### config.mk
export PLATFORM = sky130hd
export DESIGN_NAME = dzcpu_uop_sequencer
export DESIGN_NICKNAME = d
export VERILOG_FILES = /design/src/rtl/dzcpu_uop_sequencer.sv
export SDC_FILE = /design/constraint.sdc
export NUM_CORES = 1
export LEC_CHECK = 0
export CORE_ASPECT_RATIO = 0.6
export CORE_MARGIN = 4
export CORE_UTILIZATION = 49
export DETAILED_ROUTE_END_ITERATION = 16
export HOLD_SLACK_MARGIN = 0.03
export PLACE_DENSITY = 0.86
export RECOVER_POWER = 100
export SLEW_MARGIN = 20
export SYNTH_ARGS = -nofsm -noshare
export SYNTH_HDL_FRONTEND = slang
export SYNTH_SLANG_ARGS = --single-unit
### constraint.sdc
create_clock -name iClock -period 2.83 [get_ports iClock]
set_input_delay 0.566 -clock iClock [delete_from_list [all_inputs] [get_ports iClock]]
set_output_delay 0.566 -clock iClock [all_outputs]
set_load 0.05 [all_outputs]
### src/rtl/dzcpu_uop_sequencer.sv
// dzcpu micro-op sequencer: fetches an opcode byte, maps it through the
// main/CB opcode LUTs and walks the micro-op ROM until an end-of-flow code,
// turning each ROM flow field into single-cycle datapath control pulses.
module dzcpu_uop_sequencer #(
    parameter int UPC_W  = 8,
    parameter int MOP_W  = 8,
    parameter int FLOW_W = 4,
    parameter int CNT_W  = 16
) (
    input  logic              iClock,
    input  logic              iReset,
    input  logic [MOP_W-1:0]  iMemData,
    input  logic              iMemReady,
    input  logic [UPC_W-1:0]  iLutIdx,
    input  logic [UPC_W-1:0]  iCbLutIdx,
    input  logic [FLOW_W-1:0] iFlow,
    input  logic              iZ,
    input  logic              iStall,
    output logic              oFetchReq,
    output logic [MOP_W-1:0]  oMop,
    output logic [MOP_W-1:0]  oCbMop,
    output logic [UPC_W-1:0]  oUopAddr,
    output logic              oUopValid,
    output logic              oPcInc,
    output logic              oFlagUpdate,
    output logic              oEof,
    output logic              oIllegal,
    output logic [CNT_W-1:0]  oInstrCount
);

    typedef enum logic [2:0] {
        ST_IDLE,
        ST_FETCH,
        ST_DECODE,
        ST_EXEC,
        ST_CBMAP
    } state_t;

    localparam logic [FLOW_W-1:0] FL_OP         = FLOW_W'(0);
    localparam logic [FLOW_W-1:0] FL_INC        = FLOW_W'(1);
    localparam logic [FLOW_W-1:0] FL_EOF        = FLOW_W'(2);
    localparam logic [FLOW_W-1:0] FL_INC_EOF    = FLOW_W'(3);
    localparam logic [FLOW_W-1:0] FL_EOF_FU     = FLOW_W'(4);
    localparam logic [FLOW_W-1:0] FL_INC_EOF_FU = FLOW_W'(5);
    localparam logic [FLOW_W-1:0] FL_INC_EOF_Z  = FLOW_W'(6);
    localparam logic [FLOW_W-1:0] FL_INC_EOF_NZ = FLOW_W'(7);
    localparam logic [FLOW_W-1:0] FL_JCB        = FLOW_W'(8);

    state_t             state_q, state_d;
    logic [UPC_W-1:0]   upc_q, upc_d;
    logic [MOP_W-1:0]   mop_q, mop_d;
    logic [MOP_W-1:0]   cb_mop_q, cb_mop_d;
    logic [CNT_W-1:0]   cnt_q, cnt_d;

    logic pc_inc, flag_update, eof, illegal;
    logic retire, advance;

    // Next-state, micro-PC stepping and flow-field decode into control pulses.
    always_comb begin
        // NOTE: every signal gets a default before the case so no path leaves it unassigned (no latches).
        state_d     = state_q;
        upc_d       = upc_q;
        mop_d       = mop_q;
        cb_mop_d    = cb_mop_q;
        cnt_d       = cnt_q;
        pc_inc      = 1'b0;
        flag_update = 1'b0;
        eof         = 1'b0;
        illegal     = 1'b0;
        retire      = 1'b0;
        advance     = 1'b0;

        case (state_q)
            ST_IDLE: state_d = ST_FETCH;

            ST_FETCH: begin
                if (iMemReady) begin
                    mop_d   = iMemData;
                    state_d = ST_DECODE;
                end
            end

            ST_DECODE: begin
                upc_d   = iLutIdx;
                state_d = ST_EXEC;
            end

            ST_CBMAP: begin
                upc_d   = iCbLutIdx;
                state_d = ST_EXEC;
            end

            ST_EXEC: begin
                if (!iStall) begin
                    case (iFlow)
                        FL_OP:         advance = 1'b1;
                        FL_INC:        begin pc_inc = 1'b1; advance = 1'b1; end
                        FL_EOF:        retire = 1'b1;
                        FL_INC_EOF:    begin pc_inc = 1'b1; retire = 1'b1; end
                        FL_EOF_FU:     begin flag_update = 1'b1; retire = 1'b1; end
                        FL_INC_EOF_FU: begin pc_inc = 1'b1; flag_update = 1'b1; retire = 1'b1; end
                        FL_INC_EOF_Z:  begin pc_inc = 1'b1; retire = iZ;  advance = !iZ; end
                        FL_INC_EOF_NZ: begin pc_inc = 1'b1; retire = !iZ; advance = iZ;  end
                        FL_JCB: begin
                            pc_inc   = 1'b1;
                            cb_mop_d = iMemData;
                            state_d  = ST_CBMAP;
                        end
                        default:       begin illegal = 1'b1; retire = 1'b1; end
                    endcase

                    // A flow that would step past the last ROM word is treated as illegal
                    // and retired rather than wrapping back to uPC 0.
                    if (advance && (&upc_q)) begin
                        advance = 1'b0;
                        illegal = 1'b1;
                        retire  = 1'b1;
                    end

                    if (advance) begin
                        upc_d = upc_q + UPC_W'(1);
                    end
                    if (retire) begin
                        eof     = 1'b1;
                        cnt_d   = cnt_q + CNT_W'(1);
                        state_d = ST_FETCH;
                    end
                end
            end

            default: state_d = ST_IDLE;
        endcase
    end

    // State, micro-PC, latched opcodes and retire counter; reset abandons any flow in progress.
    always_ff @(posedge iClock or negedge iReset) begin
        if (!iReset) begin
            state_q  <= ST_IDLE;
            upc_q    <= '0;
            mop_q    <= '0;
            cb_mop_q <= '0;
            cnt_q    <= '0;
        end else begin
            // NOTE: non-blocking assignments so every flop samples the pre-edge values.
            state_q  <= state_d;
            upc_q    <= upc_d;
            mop_q    <= mop_d;
            cb_mop_q <= cb_mop_d;
            cnt_q    <= cnt_d;
        end
    end

    assign oFetchReq   = (state_q == ST_FETCH);
    assign oUopValid   = (state_q == ST_EXEC) && !iStall;
    assign oUopAddr    = upc_q;
    assign oMop        = mop_q;
    assign oCbMop      = cb_mop_q;
    assign oInstrCount = cnt_q;
    assign oPcInc      = pc_inc;
    assign oFlagUpdate = flag_update;
    assign oEof        = eof;
    assign oIllegal    = illegal;

endmodule

==> out/results.md <==
| Parameter | This run | Unit |
| --- | --- | --- |
| Run status | complete, no violations | - |
| Area fraction in and, or, nand and nor cells after synthesis | 0.173 | - |
| Layout filler cell count | 342 | - |
| RSZ-0062 raised after global routing | false | - |
| First-pass GRT wire length | 9.89 | mm |
| Post-route fraction of the period consumed by the critical path | 0.966 | - |
| Setup TNS | 0 | ps |
| Leakage power of the design | 1.44 | nW |
| Setup crit end | oPcInc | - |
| Critical path startpoint category | input pin | - |
| Average footprint of a synthesized cell | 10.7 | sq um |
| ANT cells | 0 | - |
| Max Freq | 366 | MHz |
| Setup Buffers After CTS | 0 | - |
| Clock Sink Count | 43 | - |
| Destination of the worst register-to-register timing path | oUopAddr[2] | - |
| Global placement routability congestion | 0.907 | - |
| Register cell area after layout | 1080 | sq um |
| Post-synthesis compound-gate area fraction | 0.148 | - |
| Number of synthesis warnings | 0 | - |
| Count of distinct cell types in the synthesized netlist | 54 | - |
| Post-synthesis sequential element count | 43 | - |
| Detailed-route wire length | 6.18 | mm |
| Floorplan die height | 61.3 | um |
| Worst Tran Pin Value | 935 | ps |
| Highest-count cells in the layout ignoring fill and taps | dfrtp_1, dlygate4sd3_1, clkdlybuf4s50_1 | - |
| CTS hold repair buffers | 0 | - |
| Crit path capture type | primary output | - |
| Number of enable-type register cells in the synthesized netlist | 0 | - |
| Mux cell area share after synthesis | 0.102 | - |
| Cell Area, Synth | 2320 | sq um |
| IO Pins | 79 | - |
| Final nets | 333 | - |
| Average via count per standard cell | 5.74 | - |
| Count of nets left with antenna violations after detail routing | 0 | - |
| Initial cell density of the core | 0.508 | - |
| Pin count of the biggest net entering global routing | 44 | - |
| Core area | 4560 | sq um |
| Instance count of the mapped netlist | 217 | - |
| Worst relative slew slack | 0.376 | - |
| Clock skew after layout | 9.80 | ps |
| TritonCTS clock tree | built | - |
| Share of synthesized flip-flops with an asynchronous set or reset | 1.00 | - |
| Reported max-cap violation count | 0 | - |
| Worst hold path type | in -> async | - |
| Slew Limit Fails | 0 | - |
| Flop-to-flop setup slack | 170 | ps |
| Adder-Cell Fraction of Synth Area | 0.0108 | - |
| Clock Latency Late Sink | 300 | ps |
| Crit path DAT | 2170 | ps |
| Master cell of the clock root buffer | clkbuf_8 | - |
| Area occupied by multi-input gates | 1150 | sq um |
| Total setup violations reported at the end of the flow | 0 | - |
| CTS HTree Levels | 2 | - |
| Xor and xnor fraction of the mapped netlist area | 0.0679 | - |
| Worst reg2reg startpoint | state_q[0] | - |
| Endpoints failing hold | 0 | - |
| Maximum VDD drop | 0.830 | mV |
| Worst hold slack | 398 | ps |
| Number of remaining DRC errors | 0 | - |
| Std-Cell Rows | 19 | - |
| CP Data Required Time | 2260 | ps |
| Combinational family with the most area after synthesis | simple AND/OR/NAND/NOR gates | - |
| Post-synth net total | 252 | - |
| Top FF cell, synth | dfrtp_1 | - |
| Count of routing violations after the opening detailed-route iteration | 117 | - |
| Routed wire per std cell | 17.1 | um |
| Vias | 2079 | - |
| Setup crit start | iFlow[2] | - |
| Half-perimeter wire length of the detailed placement result | 4.74 | mm |
| Final critical path time including I/O delays and setup | 2730 | ps |
| Die Outline Area | 5940 | sq um |
| First-pass detailed-route iteration total | 4 | - |
| Area Overhead vs Synth | 40.6 | % |
| Horizontal die dimension | 96.9 | um |
| Total routing resource utilization after global routing | 0.215 | - |
| Sequential cell area fraction in the yosys report | 0.464 | - |
| Overflow left after global routing | 0 | - |
| Max Buffers Root-to-Sink | 2 | - |
| Commonest non-fill, non-tap cell in the layout | dfrtp_1 | - |
| Via count of the first global-routing pass | 1954 | - |
| DP Worst Slack | 101 | ps |
| Clock buffer count from CTS | 5 | - |
| Critical Path Fanout Max | 5 | - |
| Reg2Reg Depth | 5 | - |
| Share of cells above drive strength 1 | 0.124 | - |
| Pwr Density | 1070 | nW/um^2 |
| Clock-pin slew on the worst setup and hold paths | 90 | ps |
| Worst Path Class, Setup | in -> out | - |
| Initial antenna violation count | 0 | - |
| Setup WS post-layout | 95.2 | ps |
| # port buffers | 78 | - |
[critical path, stage by stage]
cell	delay [ps]
clkdlybuf4s50_1	480
or4b_1	610
a21boi_0	160
nor2_1	180
buf_12	170
[area by class of cell]
| type | instances | share of cell area |
|---|---|---|
| Sequential cell | 43 | 0.330 |
| Inverter | 9 | 0.0107 |
| Clock buffer | 5 | 0.0211 |
| Multi-Input combinational cell | 156 | 0.354 |
| Timing Repair Buffer | 83 | 0.253 |
| Clock inverter | 3 | 0.00729 |
| Tap cell | 63 | 0.0242 |
[Yosys cell counts, types with 2 or more instances]
cell type / count / area share
and3_1: 3 / 0.0081
o21a_1: 2 / 0.0065
o22a_1: 2 / 0.0075
a31oi_1: 4 / 0.011
and2_1: 2 / 0.0054
o21ai_0: 7 / 0.015
dfrtp_1: 43 / 0.46
nor4_1: 6 / 0.016
mux2_2: 16 / 0.078
a22o_1: 2 / 0.0075
xor2_1: 12 / 0.045
o2bb2a_1: 2 / 0.0086
a21oi_1: 7 / 0.015
nand4_1: 6 / 0.016
nand3_1: 5 / 0.011
o22ai_1: 9 / 0.024
ha_1: 2 / 0.011
mux2_1: 5 / 0.024
nor3_1: 3 / 0.0065
nor4b_1: 4 / 0.015
and4_1: 3 / 0.011
inv_1: 8 / 0.013
xnor2_1: 6 / 0.023
nor2_1: 12 / 0.019
buf_2: 3 / 0.0065
nand2_1: 11 / 0.018
clkbuf_1: 5 / 0.0081
[cell families after synthesis]
| logic type | count (synthesis) |
|---|---|
| simple gates | 66 |
| compound gates | 49 |
| flops | 43 |
| mux | 21 |
| xor+xnor | 18 |
| buf+inv | 18 |
| fa+ha+maj | 2 |
[how the worst min path moves through the flow]
stage	endpoint	start	slack, ps
4_1_cts	oCbMop[0]	iReset	420
3_3_place_gp	oInstrCount[15]	oInstrCount[15]	460
6_report	oMop[4]	iReset	400
5_1_grt	oCbMop[0]	iReset	480
2_1_floorplan	oCbMop[0]	iReset	270
3_5_place_dp	oInstrCount[15]	oInstrCount[15]	460
[power by group]
part	internal [mW]	switching, mW	total [mW]
clock	0.177	0.232	0.409
combinational	0.712	1.33	2.04
sequential	0.836	0.217	1.05
[layer usage]
metal / track usage / up-vias / share of wire
met2: 0.342 / 92 / 0.43
met4: 0.0660 / 0 / 0.0095
li1: - / 977 / -
met3: 0.0566 / 11 / 0.073
met5: 0 / - / 0
met1: 0.296 / 999 / 0.48
[timing repair]
item / CTS / global route
hold endpoints to repair: 0 / 0
gates resized for setup: 0 / 1
endpoints found under the setup margin: 0 / 2
[sequential cells by signal (all words and copies together), names as in the netlist]
register and count:
oCbMop 8, state_q 3, oUopAddr 8, oMop 8
oInstrCount 16
[stage by stage]
stage	cells	power (mW)	cell area (sq um)	utilization
2_1_floorplan	217	2.47	2330	-
3_3_place_gp	354	3.17	3210	0.704
3_5_place_dp	354	3.22	3210	0.704
4_1_cts	362	3.64	3300	0.724
5_1_grt	362	3.69	3260	0.715
6_report	362	3.50	3260	0.715
Power figures use the tool's default switching activity.
